===== config.mk =====
export PLATFORM = sky130hd
export DESIGN_NAME = et_err_encoder_flat
export DESIGN_NICKNAME = d
export VERILOG_FILES = /design/src/rtl/et_err_encoder_if.sv /design/src/rtl/et_err_encoder.sv /design/src/flat_wrapper.sv
export SDC_FILE = /design/constraint.sdc
export NUM_CORES = 1
export LEC_CHECK = 0
export ABC_AREA = 1
export ABC_CLOCK_PERIOD_IN_PS = 2400
export CELL_PAD_IN_SITES_DETAIL_PLACEMENT = 1
export CELL_PAD_IN_SITES_GLOBAL_PLACEMENT = 1
export CORE_ASPECT_RATIO = 1.5
export CORE_MARGIN = 4
export CORE_UTILIZATION = 36
export DETAILED_ROUTE_END_ITERATION = 12
export PLACE_DENSITY = 0.74
export SYNTH_ARGS = -nofsm -noshare
export SYNTH_HDL_FRONTEND = slang
export SYNTH_SLANG_ARGS = --single-unit

===== constraint.sdc =====
create_clock -name clk -period 2.4 [get_ports clk]
set_input_delay 0.6 -clock clk [delete_from_list [all_inputs] [get_ports clk]]
set_output_delay 0.6 -clock clk [all_outputs]
set_load 0.02 [all_outputs]

===== src/rtl/et_err_encoder_if.sv =====
// Signal bundle between an error-report source and the spill error encoder.
// err_valid is a one-cycle strobe with no backpressure: one report per cycle it is high.
interface et_err_encoder_if #(
  parameter int NCH = 232
);
  logic           in_live;
  logic           err_valid;
  logic [7:0]     err_chan;
  logic [NCH-1:0] err_bus;
  logic           got_err;
  logic [7:0]     err_count;
  logic           bad_chan;
  logic           busy;

  modport master (
    output in_live, err_valid, err_chan,
    input  err_bus, got_err, err_count, bad_chan, busy
  );

  modport slave (
    input  in_live, err_valid, err_chan,
    output err_bus, got_err, err_count, bad_chan, busy
  );
endinterface


===== src/rtl/et_err_encoder.sv =====
// Collects per-channel error strobes during a spill (live window plus settle tail)
// and reports the accumulated error map, distinct-channel count and a one-cycle pulse.
module et_err_encoder #(
  parameter int NCH           = 232,
  parameter int SETTLE_CYCLES = 16
) (
  input  logic                clk,
  input  logic                rst,
  et_err_encoder_if.slave     bus_if,
  output logic [1:0]          dbg_state_o
);

  typedef enum logic [1:0] {
    IDLE    = 2'd0,
    COLLECT = 2'd1,
    SETTLE  = 2'd2
  } state_e;

  state_e         state_q, state_d;
  logic [NCH-1:0] acc_q, acc_d;
  logic [7:0]     cnt_q, cnt_d;
  logic           bad_q, bad_d;
  logic [7:0]     settle_q, settle_d;
  logic [NCH-1:0] err_bus_q, err_bus_d;
  logic [7:0]     err_count_q, err_count_d;
  logic           got_err_q, got_err_d;

  logic           in_range;
  logic           hit;
  logic [NCH-1:0] onehot;
  logic           new_bit;
  logic [NCH-1:0] acc_upd;
  logic [7:0]     cnt_upd;
  logic           bad_upd;

  // Accumulator view including the strobe on the current edge.
  always_comb begin
    in_range = ({1'b0, bus_if.err_chan} < 9'(NCH));
    hit      = bus_if.err_valid && in_range;
    onehot   = '0;
    if (hit) begin
      onehot = {{(NCH-1){1'b0}}, 1'b1} << bus_if.err_chan;
    end
    new_bit  = |(onehot & ~acc_q);
    acc_upd  = acc_q | onehot;
    cnt_upd  = (new_bit && (cnt_q < 8'(NCH))) ? cnt_q + 8'd1 : cnt_q;
    bad_upd  = bad_q | (bus_if.err_valid && !in_range);
  end

  always_comb begin
    state_d     = state_q;
    acc_d       = acc_q;
    cnt_d       = cnt_q;
    bad_d       = bad_q;
    settle_d    = settle_q;
    err_bus_d   = err_bus_q;
    err_count_d = err_count_q;
    got_err_d   = 1'b0;
    case (state_q)
      IDLE: begin
        if (bus_if.in_live) begin
          acc_d   = '0;
          cnt_d   = '0;
          bad_d   = 1'b0;
          state_d = COLLECT;
        end
      end
      COLLECT: begin
        acc_d = acc_upd;
        cnt_d = cnt_upd;
        bad_d = bad_upd;
        if (!bus_if.in_live) begin
          state_d  = SETTLE;
          settle_d = 8'(SETTLE_CYCLES - 1);
        end
      end
      SETTLE: begin
        acc_d = acc_upd;
        cnt_d = cnt_upd;
        bad_d = bad_upd;
        // A new live window cuts the settle tail short.
        if (bus_if.in_live || (settle_q == 8'd0)) begin
          state_d     = IDLE;
          settle_d    = '0;
          err_bus_d   = acc_upd;
          err_count_d = cnt_upd;
          got_err_d   = 1'b1;
        end else begin
          settle_d = settle_q - 8'd1;
        end
      end
      default: state_d = IDLE;
    endcase
  end

  always_ff @(posedge clk) begin
    if (rst) begin
      state_q     <= IDLE;
      acc_q       <= '0;
      cnt_q       <= '0;
      bad_q       <= 1'b0;
      settle_q    <= '0;
      err_bus_q   <= '0;
      err_count_q <= '0;
      got_err_q   <= 1'b0;
    end else begin
      state_q     <= state_d;
      acc_q       <= acc_d;
      cnt_q       <= cnt_d;
      bad_q       <= bad_d;
      settle_q    <= settle_d;
      err_bus_q   <= err_bus_d;
      err_count_q <= err_count_d;
      got_err_q   <= got_err_d;
    end
  end

  assign bus_if.err_bus   = err_bus_q;
  assign bus_if.err_count = err_count_q;
  assign bus_if.got_err   = got_err_q;
  assign bus_if.bad_chan  = bad_q;
  assign bus_if.busy      = (state_q != IDLE);
  assign dbg_state_o      = state_q;

endmodule


===== src/flat_wrapper.sv =====
// flat-port wrapper written by rule: the top's interface ports become plain ports
module et_err_encoder_flat 
#(
  parameter int NCH           = 232,
  parameter int SETTLE_CYCLES = 16
)
  (clk, rst, dbg_state_o, bus_if_in_live, bus_if_err_valid, bus_if_err_chan, bus_if_err_bus, bus_if_got_err, bus_if_err_count, bus_if_bad_chan, bus_if_busy);
  et_err_encoder_if #(.NCH(NCH)) bus_if_i ();
  input  logic clk;
  input  logic rst;
  output logic [1:0] dbg_state_o;
  input wire logic [$bits(bus_if_i.in_live)-1:0] bus_if_in_live;
  input wire logic [$bits(bus_if_i.err_valid)-1:0] bus_if_err_valid;
  input wire logic [$bits(bus_if_i.err_chan)-1:0] bus_if_err_chan;
  output wire logic [$bits(bus_if_i.err_bus)-1:0] bus_if_err_bus;
  output wire logic [$bits(bus_if_i.got_err)-1:0] bus_if_got_err;
  output wire logic [$bits(bus_if_i.err_count)-1:0] bus_if_err_count;
  output wire logic [$bits(bus_if_i.bad_chan)-1:0] bus_if_bad_chan;
  output wire logic [$bits(bus_if_i.busy)-1:0] bus_if_busy;
  assign bus_if_i.in_live = bus_if_in_live;
  assign bus_if_i.err_valid = bus_if_err_valid;
  assign bus_if_i.err_chan = bus_if_err_chan;
  assign bus_if_err_bus = bus_if_i.err_bus;
  assign bus_if_got_err = bus_if_i.got_err;
  assign bus_if_err_count = bus_if_i.err_count;
  assign bus_if_bad_chan = bus_if_i.bad_chan;
  assign bus_if_busy = bus_if_i.busy;
  et_err_encoder #(.NCH(NCH), .SETTLE_CYCLES(SETTLE_CYCLES)) u_core (.clk(clk), .rst(rst), .bus_if(bus_if_i), .dbg_state_o(dbg_state_o));
endmodule

==> metrics.cfg <==
[global_routing]
grt.met3_usage = 0.03335
grt_usage = 0.3314
grt_pass1_vias = 26440
grt_pass1_wl_mm = 170.0
grtUsageMet1 = 0.4074
grt_max_degree = 128
antenna_found_initial = 0
grt_overflow = 0
busiest_layer = met2
met2_usage = 0.5794

[hold_path]
min_from = rst
min_path_type = input port to flop
holdPathEnd = u_core.cnt_q[5]
min_path_cells = 2

[clocking]
clock-sinks = 492
path_clk_slew_ps = 60
cts_max_level = 2
cts_max_path_buffers = 3
cts_buffers = 50
cts_tree = done
clock_latency_ps = 620
cts-root-buf = clkbuf_16
postCtsHoldBufs = 0

[place]
io_buffers = 256
dp_hpwl_mm = 89.12
gp_congestion = 1.043

[worst_setup_path]
crit_family = simple AND/OR/NAND/NOR gates
end_kind = flop
cp_slowest_cell = clkinvlp_4
max_stage_delay_ps = 200
r2r-start = u_core.acc_q[86]
path_max_fanout = 7
r2r.worst_path.cells = 17
rrSetupSlack_ps = 140
crit_path_start_kind = input port
cp_data_arrival_time_ps = 3160
path_buf_inv = 7
worst-setup-path-type = input port to flop
cp.required_ps = 2900
worstReg2RegEnd = u_core.bus_if.err_count[4]

[die]
fp-row-count = 112
die_h_um = 316.5
ios = 257
fp.dieArea_mm2 = 0.06761
die_x_um = 213.6
coreArea_mm2 = 0.06250
start_util = 0.3654

[synthesis]
synth_top_area_share = 0.4313
synth_cell_types = 41
synth.area.top_cells = dfxtp_1 (43%), nand2_1 (11%), inv_1 (7.4%)
synth.most_common_cell = nand2_1
ys_warn_count = 0
syn-mean-instance-area_um2 = 7.074
syn_inst = 3228
synth-edff-count = 0
synth_ff_type = dfxtp_1
netlist_top_cells_count = nand2_1 (680), dfxtp_1 (492), inv_1 (449)
ys_seq_area_frac = 0.4313
synth-seq-cells = 492
synth_top_area_cell = dfxtp_1
syn_nets = 3246
synthArstFlopShare = 0
mappedNetlistArea_mm2 = 0.02283

[timing]
min_period_ps = 2660
max_slew_margin = 0.4849
worstMarginPinSlew_ps = 772.6
hold_viol = 0
skew_ps = 29.18
fmax_ghz = 0.3759
setup_violations = 16
slew_violations = 0
tns_ps = -3443
post-route-period-util = 1.108
whs_ps = 313.8
fin_ws_ps = -260.2
rsz0062_at_grt = true

[cells_and_area]
synthToLayoutAreaGrowth_pct = 46.61
drive_above_1_share = 0.2360
diodes = 0
nets = 3907

[drt]
vias_per_cell = 5.376
first_pass_iters = 5
drt-total-wl_mm = 115.5
dr_total_vias = 25410
drt_iter0_markers = 1694
post_drt_wl_per_cell_um = 24.43
ant_nets = 0
drc = 0

[power]
p_clk_frac = 0.262
p_leak_nw = 13.93
swShare = 0.3797
power.density_mw_per_mm2 = 947.0
power.internal_mw = 19.67
switchingPower_mw = 12.04
p_seq_frac = 0.335
ir_worst_vdd_uv = 673.6
combPwrFrac = 0.403

[run_status]
status = complete, but fails checks
violations = setup timing

[flow_run]
maxCapViolCount = 0

registers in the layout (all words and copies together), names as in the netlist:
register and flops:
u_core.bus_if.err_bus 232, u_core.bus_if.got_err 1, u_core.settle_q 8, u_core.dbg_state_o 2, u_core.bus_if.err_count 8, u_core.bus_if.bad_chan 1
u_core.acc_q 232, u_core.cnt_q 8
worst register-to-register path, delay by kind of cell, from the launching register on:
kind	cells	cell delay [ps]
buffers and inverters	4	490
flip-flops	1	350
AND/OR/NAND/NOR	13	1310
power groups by stage:
| stage | Clock (mW) | Sequential [mW] | Combinational [mW] |
|---|---|---|---|
| floorplan | 0 | 12.3 | 4.42 |
| global placement | 0 | 10.7 | 12.2 |
| detailed placement | 0 | 10.8 | 12.5 |
| CTS | 8.47 | 10.6 | 12.7 |
| global route | 8.77 | 10.8 | 13.7 |
| finish | 8.32 | 10.6 | 12.8 |
metrics by stage:
stage / utilization / power [mW] / setup WS (ps) / area, µm² / std cells
5_1_grt: 0.5356 / 33.25 / -337.6 / 33480 / 4726
3_5_place_dp: 0.4782 / 23.23 / -2020 / 29890 / 4578
6_report: 0.5356 / 31.70 / -260.2 / 33480 / 4726
4_1_cts: 0.5261 / 31.84 / -243.9 / 32880 / 4713
3_3_place_gp: 0.4782 / 22.89 / -2020 / 29890 / 4578
2_1_floorplan: - / 16.75 / 0.7190 / 22910 / 3228
cell type report:
cell class | count | area [µm²]
fill | 7702 | 29020
multi-input combinational | 2048 | 11430
sequential | 492 | 9849
timing repair buffer | 838 | 7727
inverter | 459 | 1767
clock buffer | 73 | 1469
tap | 798 | 998.5
clock inverter | 18 | 235.2
logic make-up (layout without fill, tap and decap cells):
kind of cell,Yosys count,in the layout,synth area share
compound gates,757,757,0.2018
xor+xnor,7,7,0.002685
fa+ha+maj,6,6,0.003288
buf+inv,688,1388,0.1176
flops,492,492,0.4313
simple gates,1278,1278,0.2433
worst max path at each step:
stage	end	from	depth (start not counted)	slack (ps)
floorplan	u_core.bus_if.err_count[1]	bus_if_err_chan[1]	20	0.7
global placement	u_core.bus_if.err_count[5]	bus_if_err_chan[3]	22	-2020
detailed placement	u_core.bus_if.err_count[5]	bus_if_err_chan[1]	24	-2020
CTS	u_core.bus_if.err_count[5]	bus_if_err_chan[4]	24	-240
global route	u_core.bus_if.err_count[4]	bus_if_err_chan[4]	26	-340
finish	u_core.bus_if.err_count[4]	bus_if_err_chan[4]	25	-260
layer usage:
metal / part of all wire / up-vias
li1: - / 11940
met1: 0.41 / 12540
met2: 0.50 / 710
met3: 0.039 / 214
met4: 0.058 / 0
met5: 0 / -
timing repair:
action	4_1_cts	5_1_grt
pin swaps	86	87
endpoints found under the hold margin	0	0
setup endpoints to repair	88	18
buffers inserted	48	21
cloned	2	0
resized for setup	280	133
cell usage in the layout (no fill, tap or decap), types with 61 or more instances in the layout:
master             n
o21ai_0          185
inv_1            437
dfxtp_1          492
nand3_1           94
buf_4            488
a21oi_1          219
a211oi_1         213
nand2_1          622
nand4_1           61
o211ai_1         108
clkdlybuf4s50_1  245
nor2_1           195
(Power assumes the default switching activity.)
